[src/rtl/delay_line_frame_rx_if.sv]
// Byte stream into the frame receiver and the replayed payload stream out of it.
interface delay_line_frame_rx_if;
  logic       in_en;
  logic [7:0] in_data;
  logic       out_valid;
  logic       out_ready;
  logic [7:0] out_data;
  logic       out_last;

  modport master (
    output in_en, in_data, out_ready,
    input  out_valid, out_data, out_last
  );

  modport slave (
    input  in_en, in_data, out_ready,
    output out_valid, out_data, out_last
  );
endinterface

[src/rtl/delay_line_frame_rx.sv]
// Frame receiver for the delay-line byte stream: SYNC, LEN, payload, XOR checksum.
// Verified payloads are replayed from a local buffer on a valid/ready stream.
module delay_line_frame_rx #(
  parameter logic [7:0] SYNC_BYTE = 8'hA5,
  parameter int         MAX_LEN   = 16,
  parameter int         CNT_W     = 8
) (
  input  logic                 clk,
  input  logic                 rst,
  delay_line_frame_rx_if.slave lane,
  output logic                 frame_ok,
  output logic                 frame_err,
  output logic                 drop,
  output logic [CNT_W-1:0]     ok_cnt,
  output logic [CNT_W-1:0]     err_cnt
);

  localparam int               IDX_W     = $clog2(MAX_LEN + 1);
  localparam int               MEM_D     = 1 << IDX_W;
  localparam logic [7:0]       MAX_LEN_B = 8'(MAX_LEN);
  localparam logic [IDX_W-1:0] ONE       = IDX_W'(1);
  localparam logic [CNT_W-1:0] CNT_ONE   = CNT_W'(1);

  typedef enum logic [2:0] {HUNT, LEN, PAY, CHK, DRAIN} state_t;

  state_t           state;
  logic [IDX_W-1:0] len;
  logic [IDX_W-1:0] idx;
  logic [IDX_W-1:0] rd;
  logic [7:0]       chk;
  logic             valid;
  logic [7:0]       data;
  logic             last;

  // Indexed by the full IDX_W-bit pointer so no index truncation is needed.
  logic [7:0] mem [MEM_D];

  logic [IDX_W-1:0] len_m1;
  logic [IDX_W-1:0] rd_next;
  logic             len_legal;
  logic             handshake;

  assign len_m1    = len - ONE;
  assign rd_next   = rd + ONE;
  assign len_legal = (lane.in_data != 8'd0) && (lane.in_data <= MAX_LEN_B);
  assign handshake = valid && lane.out_ready;

  assign lane.out_valid = valid;
  assign lane.out_data  = data;
  assign lane.out_last  = last;

  always_ff @(posedge clk) begin
    if (state == PAY && lane.in_en) begin
      mem[idx] <= lane.in_data;
    end
  end

  always_ff @(posedge clk or posedge rst) begin
    if (rst) begin
      state     <= HUNT;
      len       <= '0;
      idx       <= '0;
      rd        <= '0;
      chk       <= '0;
      valid     <= 1'b0;
      data      <= '0;
      last      <= 1'b0;
      frame_ok  <= 1'b0;
      frame_err <= 1'b0;
      drop      <= 1'b0;
      ok_cnt    <= '0;
      err_cnt   <= '0;
    end else begin
      frame_ok  <= 1'b0;
      frame_err <= 1'b0;
      drop      <= 1'b0;
      case (state)
        HUNT: begin
          if (lane.in_en && lane.in_data == SYNC_BYTE) begin
            state <= LEN;
          end
        end
        LEN: begin
          if (lane.in_en) begin
            if (len_legal) begin
              len   <= lane.in_data[IDX_W-1:0];
              chk   <= lane.in_data;
              idx   <= '0;
              state <= PAY;
            end else begin
              frame_err <= 1'b1;
              if (err_cnt != '1) err_cnt <= err_cnt + CNT_ONE;
              state <= HUNT;
            end
          end
        end
        PAY: begin
          if (lane.in_en) begin
            chk <= chk ^ lane.in_data;
            idx <= idx + ONE;
            if (idx == len_m1) state <= CHK;
          end
        end
        CHK: begin
          if (lane.in_en) begin
            if (lane.in_data == chk) begin
              frame_ok <= 1'b1;
              if (ok_cnt != '1) ok_cnt <= ok_cnt + CNT_ONE;
              // First byte is presented together with the frame_ok pulse.
              rd    <= '0;
              valid <= 1'b1;
              data  <= mem[0];
              last  <= (len == ONE);
              state <= DRAIN;
            end else begin
              frame_err <= 1'b1;
              if (err_cnt != '1) err_cnt <= err_cnt + CNT_ONE;
              state <= HUNT;
            end
          end
        end
        DRAIN: begin
          if (lane.in_en) drop <= 1'b1;
          if (handshake) begin
            if (last) begin
              valid <= 1'b0;
              last  <= 1'b0;
              state <= HUNT;
            end else begin
              rd   <= rd_next;
              data <= mem[rd_next];
              last <= (rd_next == len_m1);
            end
          end
        end
        default: state <= HUNT;
      endcase
    end
  end

endmodule

[src/flat_wrapper.sv]
// flat-port wrapper written by rule: the top's interface ports become plain ports
module delay_line_frame_rx_flat 
#(
  parameter logic [7:0] SYNC_BYTE = 8'hA5,
  parameter int         MAX_LEN   = 16,
  parameter int         CNT_W     = 8
)
  (clk, rst, frame_ok, frame_err, drop, ok_cnt, err_cnt, lane_in_en, lane_in_data, lane_out_ready, lane_out_valid, lane_out_data, lane_out_last);
  delay_line_frame_rx_if lane_i ();
  input  logic clk;
  input  logic rst;
  output logic frame_ok;
  output logic frame_err;
  output logic drop;
  output logic [CNT_W-1:0] ok_cnt;
  output logic [CNT_W-1:0] err_cnt;
  input wire logic [$bits(lane_i.in_en)-1:0] lane_in_en;
  input wire logic [$bits(lane_i.in_data)-1:0] lane_in_data;
  input wire logic [$bits(lane_i.out_ready)-1:0] lane_out_ready;
  output wire logic [$bits(lane_i.out_valid)-1:0] lane_out_valid;
  output wire logic [$bits(lane_i.out_data)-1:0] lane_out_data;
  output wire logic [$bits(lane_i.out_last)-1:0] lane_out_last;
  assign lane_i.in_en = lane_in_en;
  assign lane_i.in_data = lane_in_data;
  assign lane_i.out_ready = lane_out_ready;
  assign lane_out_valid = lane_i.out_valid;
  assign lane_out_data = lane_i.out_data;
  assign lane_out_last = lane_i.out_last;
  delay_line_frame_rx #(.SYNC_BYTE(SYNC_BYTE), .MAX_LEN(MAX_LEN), .CNT_W(CNT_W)) u_core (.clk(clk), .rst(rst), .lane(lane_i), .frame_ok(frame_ok), .frame_err(frame_err), .drop(drop), .ok_cnt(ok_cnt), .err_cnt(err_cnt));
endmodule
[config.mk]
export PLATFORM = sky130hd
export DESIGN_NAME = delay_line_frame_rx_flat
export DESIGN_NICKNAME = d
export VERILOG_FILES = /design/src/rtl/delay_line_frame_rx_if.sv /design/src/rtl/delay_line_frame_rx.sv /design/src/flat_wrapper.sv
export SDC_FILE = /design/constraint.sdc
export NUM_CORES = 1
export LEC_CHECK = 0
export CORE_MARGIN = 8
export CORE_UTILIZATION = 45
export CTS_BUF_LIST = sky130_fd_sc_hd__clkbuf_4
export DETAILED_ROUTE_END_ITERATION = 8
export PLACE_DENSITY = 0.66
export SETUP_SLACK_MARGIN = 0.4
export SLEW_MARGIN = 5
export SYNTH_ARGS = -nofsm -noshare
export SYNTH_HDL_FRONTEND = slang
export SYNTH_SLANG_ARGS = --single-unit
[constraint.sdc]
create_clock -name clk -period 2.1 [get_ports clk]
set_input_delay 0.42 -clock clk [delete_from_list [all_inputs] [get_ports clk]]
set_output_delay 0.42 -clock clk [all_outputs]
set_load 0.01 [all_outputs]
==> reports/metrics.cfg, run 1 <==
[global_route]
grt_pass1_wl_mm=51.3
antenna_found_initial=1
track_usage_pct=19.9
gr-total-overflow=0
grt_max_degree=56
first_global_vias=8843

[final_layout]
final_cells=1544
seq_area_mm2=0.00908
final_nets=1124
area_growth_pct=37.6
drive_gt1_share_pct=48.4
design_area_mm2=0.0179
fin_util_pct=62.7
fill_cells=2044
multi_input_area_mm2=0.00467

[place]
place.gp.congestion=0.863
dp_hpwl_mm=21.5
dp_worst_setup_slack_ps=-602
post_dp_cell_area_mm2=0.0155
dp.cells=1335
io_buffers=40

[sta]
finalWorstSetupSlack_ps=-178
fmax_mhz=439
maxSlewHeadroom_pct=68.9
setup_tns_ps=-698
finalHoldViolCount=0
slew_viol_final=0
rsz0062_at_grt=true
tightestPinTransition_ps=465
period_share_pct=108
finalSetupViolations=7
layout_min_cycle_time_ps=2280
timing.hold.ws_ps=177
finClkSkew_ps=63.4

[setup_path]
arrival_ps=2820
start_kind=flip-flop
r2r_cells=9
cp-startpoint=u_core.rd[0]
r2r_setup_slack_ps=-180
criticalPathCategory=flip-flop to flip-flop
rr_startpoint=u_core.rd[0]
cp-endpoint=u_core.lane.out_data[7]
regToRegEndpoint=u_core.lane.out_data[7]
cp_max_fo=5
end_kind=flip-flop
critPathRequiredTime_ps=2640

[pwr]
fin_total_pwr_mw=15.2
power_density_mw_per_mm2=847
p_leak_nw=6.63
peakVddDrop_v=0.000368

[route]
vias_per_cell=5.41
via_count=8353
drt_iter0_drc=743
drc=0
finalWirelength_mm=34.1
drtPass1Iterations=5
final_antenna_net_count=0
wl_per_cell_um=22.1

[floorplan]
fp.dieArea_mm2=0.0347
ios=41
rows=62
start_util_pct=45.6
fp.coreArea_mm2=0.0286
fp.dieW_um=186
die_h_um=186

[job]
max-cap-violations=0

[clocking]
cts_tree=done
cts_inserted_buffers=80
cts.htree.levels=3
cts.reportedPaths.clkPinSlew_ps=70
clock_sinks=311
clock-root-buffer=clkbuf_4
clkLatencyLatePin_ps=680
cts_buffer_depth=3

[logic_synthesis]
synth_cell_types=60
ys_ff_latch=311
seq_area_frac_synth_pct=69.5
synth_top_area_share_pct=58.9
yosysTopAreaCell=edfxtp_1
synth_nets=833
synth_area_leaders=edfxtp_1 59%, dfrtp_1 11%, mux4_2 8.5%
synth_edf_count=256
ys_async_sr_fraction_pct=17.7
yosys_warnings=0
synthFlopType=edfxtp_1
syn_avg_cell_area_um2=16.1
syn_area_mm2=0.0130
netlist_instances=812

[status]
status=finished, violations left
violations=negative setup slack

[worst_hold_path]
hold_class=input pin to asynchronous set/reset pin

## power breakdown
group / internal, mW / switching [mW]
sequential: 6.92 / 0.317
clock: 2.61 / 2.38
combinational: 1.53 / 1.43
total: 11.1 / 4.14
## metal layers
layer / vias up / wire length [um] / global-route usage [%]
met4: 0 / 1290 / 9.37
li1: 3785 / - / -
met1: 4226 / 13900 / 24.5
met3: 65 / 1920 / 4.45
met2: 277 / 17100 / 33.1
met5: - / 0 / 0
## cell type report
cell class / instances / share of cell area (%)
Antenna cell: 1 / 0.0139
Clock buffer: 113 / 4.73
Clock inverter: 25 / 0.788
Inverter: 9 / 0.209
Multi-Input combinational cell: 454 / 26.0
Sequential cell: 311 / 50.6
Tap cell: 384 / 2.68
Timing Repair Buffer: 247 / 14.9
## flip-flops by register name (all words and copies together) (netlist names)
name	count
u_core.lane.out_data	8
u_core.ok_cnt	8
u_core.idx	5
u_core.rd	5
u_core.chk	8
u_core.state	3
u_core.drop	1
u_core.frame_err	1
u_core.len	5
u_core.lane.out_last	1
u_core.frame_ok	1
u_core.mem	256
u_core.err_cnt	8
u_core.lane.out_valid	1
## layout by cell type, fill, tap and decap left out, types with 12 or more instances in the layout
cell	count
nor2_4	42
buf_12	42
nand3_1	21
nand2_1	53
dfrtp_1	43
nor2_1	17
xnor2_1	15
xnor2_2	12
buf_4	111
xor2_1	16
buf_6	47
clkbuf_4	113
clkinv_1	16
mux2i_1	41
edfxtp_1	256
buf_2	23
mux4_2	49
## worst min path at each step
stage | start | cells after the start | endpoint | slack [ps]
global route | rst | 3 | u_core.ok_cnt[4] | 200
floorplan | u_core.mem[0][1] | 2 | u_core.lane.out_data[1] | 470
detailed placement | u_core.err_cnt[4] | 1 | u_core.err_cnt[4] | 480
global placement | u_core.err_cnt[4] | 1 | u_core.err_cnt[4] | 480
CTS | rst | 3 | u_core.lane.out_data[1] | 150
finish | rst | 3 | u_core.lane.out_data[5] | 180
## kinds of logic after synthesis
logic type | share of synthesized area [%]
xor gates and xnor gates | 3.36
AOI/OAI and AO/OA | 4.00
buffers and inverters | 1.92
adders and majority gates | 0.863
and+or+nand+nor | 8.42
muxes | 11.9
DFF | 69.5
## timing repair
action,in CTS,in global routing
endpoints found under the hold margin,0,0
buffers inserted,41,23
resized for setup,210,103
hold buffers,0,0
gates cloned,3,3
pin swaps,56,46
setup endpoints to repair,338,316
## worst max-delay path, stage by stage (launching register included)
cell,delay [ps]
dfrtp_4,490
ha_4,190
xor2_4,150
buf_12,150
buf_16,140
buf_12,120
mux4_2,300
o21ai_0,170
o211ai_1,170
o31a_1,290
## cell usage after synthesis, types with 7 or more instances
library cell / count
edfxtp_1: 256
nand2_1: 77
nor2_1: 62
dfrtp_1: 55
mux4_2: 49
mux2i_1: 42
nand3_1: 30
xnor2_1: 27
buf_2: 19
xor2_1: 18
o21ai_0: 17
a22oi_1: 11
nand4_1: 11
ha_1: 9
inv_1: 9
a21oi_1: 8
clkbuf_1: 8
buf_4: 7
No activity file was read; power rests on OpenSTA's default activity.
==> inputs of run 2 (changes only) <==
Settings changed: CORE_MARGIN 8 to 2.
==> run 2 against run 1 <==
  * The run still ends with negative setup slack left
  * Final cell count up 1.4%
  * Clock skew decreased by 1.2 ps
  * Flip-flop and latch count unchanged
  * Via count rose by 4.4%
  * Sequential power about the same
  * Core utilization rose by 1.3 points
  * Critical path depth up 2
  * Power rose by 2.9%
  * Design area increased by 2.1%
  * Worst hold slack better by 87 ps
  * Critical path type unchanged
  * Critical endpoint is now u_core.lane.out_data[6]
  * Largest power group unchanged
  * Highest routed layer unchanged
==> reports/metrics.cfg, run 2 (same netlist as run 1, synthesis figures left out) <==
[status]
status=finished, violations left
violations=negative setup slack

[pwr]
swShare_pct=27.6  ; +0.38 points
fin_total_pwr_mw=15.6  ; +2.9%
p_leak_nw=6.83  ; +3.1%
power_density_mw_per_mm2=854  ; +0.80%
switchingPower_mw=4.32  ; +4.4%
p_int_mw=11.3  ; +2.4%
peakVddDrop_v=0.000358  ; -2.8%
combPwrFrac_pct=20.1  ; +0.6 points
p_seq_share_pct=46.2  ; -1.4 points
clkPwrFrac_pct=33.7  ; +0.8 points

[route]
final_antenna_net_count=0  ; unchanged
finalWirelength_mm=36.2  ; +6.0%
drtPass1Iterations=7  ; +2
drt_iter0_drc=725  ; -2.4%
wl_per_cell_um=23.1  ; +4.5%
vias_per_cell=5.57  ; +3.0%
drc=0  ; unchanged
via_count=8722  ; +4.4%

[floorplan]
fp.dieArea_mm2=0.0304  ; -12%
fp.coreArea_mm2=0.0286  ; unchanged
fp.dieW_um=174  ; -6.4%
rows=62  ; unchanged
die_h_um=174  ; -6.4%
ios=41  ; unchanged
start_util_pct=45.6  ; unchanged

[final_layout]
final_nets=1147  ; +2.0%
design_area_mm2=0.0183  ; +2.1%
final_cell_mix=256 x edfxtp_1, 121 x buf_4, 116 x clkbuf_4, 62 x buf_6, 57 x nand2_1
area_growth_pct=40.5
layout_commonest_cell=edfxtp_1
drive_gt1_share_pct=50.8  ; +2.4 points
largest-register=u_core.mem
largest_reg_flops=256  ; unchanged
fill_cells=1998  ; -2.3%

[setup_path]
criticalPathCategory=flip-flop to flip-flop
start_kind=flip-flop
arrival_ps=2960  ; +140 ps
critPathRequiredTime_ps=2710  ; +70 ps
cp_max_fo=6  ; +1
regToRegEndpoint=u_core.lane.out_data[6]
end_kind=flip-flop
r2r_cells=11  ; +2
r2r_setup_slack_ps=-260  ; -80 ps
rr_startpoint=u_core.rd[0]

[clocking]
cts.reportedPaths.clkPinSlew_ps=70  ; about the same
clkLatencyLatePin_ps=720  ; +40 ps
cts.htree.levels=3  ; unchanged
cts_tree=done
clock-root-buffer=clkbuf_4
cts_buffer_depth=3  ; unchanged
cts_inserted_buffers=81  ; +1.3%
clock_sinks=311  ; unchanged

[place]
post_dp_cell_area_mm2=0.0156  ; +0.31%
dp_hpwl_mm=21.3  ; -0.87%
io_buffers=40  ; unchanged
place.gp.congestion=0.855  ; -0.95%

[global_route]
grt_pass1_wl_mm=52.7  ; +2.8%
track_usage_pct=23.4  ; +3.5 points
first_global_vias=8921  ; +0.88%
gr-total-overflow=0  ; unchanged
grt_max_degree=36  ; -36%
antenna_found_initial=1  ; unchanged

[worst_hold_path]
hold_path_end=u_core.mem[22][0]
holdCritStartpoint=lane_in_data[0]
hold_depth=3
hold_class=input pin to flip-flop

[sta]
layout_min_cycle_time_ps=2360  ; +76.8 ps
rsz0062_at_grt=true
period_share_pct=112  ; +3.7 points
finClkSkew_ps=62.2  ; -1.16 ps
fmax_mhz=425  ; -3.3%
finalHoldViolCount=0  ; unchanged
finalSetupViolations=10  ; +3
slew_viol_final=0  ; unchanged
maxSlewHeadroom_pct=59.6  ; -9.3 points
finalWorstSetupSlack_ps=-255  ; -76.8 ps
tightestPinTransition_ps=606  ; +140 ps

[job]
max-cap-violations=0  ; unchanged

run 2: area by class of cell:
cell class	instances	area (um^2)	area share, %
diodes	1	2.50	0.0137
clock buffers	116	871	4.75
clock inverters	22	158	0.860
inverters	9	37.5	0.205
multi-input cells	454	4800	26.2
flip-flops and latches	311	9080	49.5
well taps	384	480	2.62
repair buffers	269	2900	15.8
run 2: layer usage:
layer  vias to the layer above  track usage, %  wire, um
li1                       3827               -         -
met1                      4405            29.0     14300
met2                       407            39.0     18200
met3                        83            6.34      2480
met4                         0            9.94      1210
met5                         -               0         0
run 2: worst max-delay path: stages (launching register included):
cell,delay [ps]
dfrtp_4,490
ha_4,180
xor2_4,160
buf_6,140
buf_12,140
buf_8,130
buf_6,120
mux2i_1,110
a22o_1,250
a31oi_1,190
a41oi_1,150
a32oi_1,200
run 2: power by group through the flow:
stage          sequential, mW  clock (mW)  combinational [mW]
6_report                 7.23        5.27                3.14
5_1_grt                  7.24        5.71                3.33
3_5_place_dp             7.34           0                2.26
2_1_floorplan            7.27           0                1.37
3_3_place_gp             7.33           0                2.24
4_1_cts                  7.19        5.38                2.73
run 2: worst max-delay path by stage:
stage,cells after the start,slack (ps),startpoint,end
after floorplan,8,10,u_core.rd[1],u_core.lane.out_data[0]
after global placement,9,-560,lane_in_data[6],u_core.lane.out_data[2]
after detailed placement,9,-610,lane_in_data[1],u_core.lane.out_data[5]
after CTS,10,-250,u_core.rd[0],u_core.lane.out_data[7]
after global routing,11,-400,u_core.rd[0],u_core.lane.out_data[6]
final,11,-260,u_core.rd[0],u_core.lane.out_data[6]
run 2: metrics by stage:
stage | worst slack [ps] | TNS [ps] | utilization, % | cells | hold WS, ps
finish | -255 | -1320 | 64.0 | 1566 | 263
global route | -398 | -2290 | 64.0 | 1566 | 246
CTS | -248 | -1270 | 61.7 | 1545 | 504
detailed placement | -608 | -67030 | 54.4 | 1338 | 486
global placement | -564 | -61230 | 54.4 | 1338 | 483
floorplan | 11.3 | 0 | - | 812 | 469
run 2: timing repair:
item,4_1_cts,5_1_grt
endpoints found under the setup margin,338,318
endpoints found under the hold margin,4,0
cloned,5,4
hold buffers,1,0
pin swaps,57,52
setup buffers,63,16
resized for setup,233,95
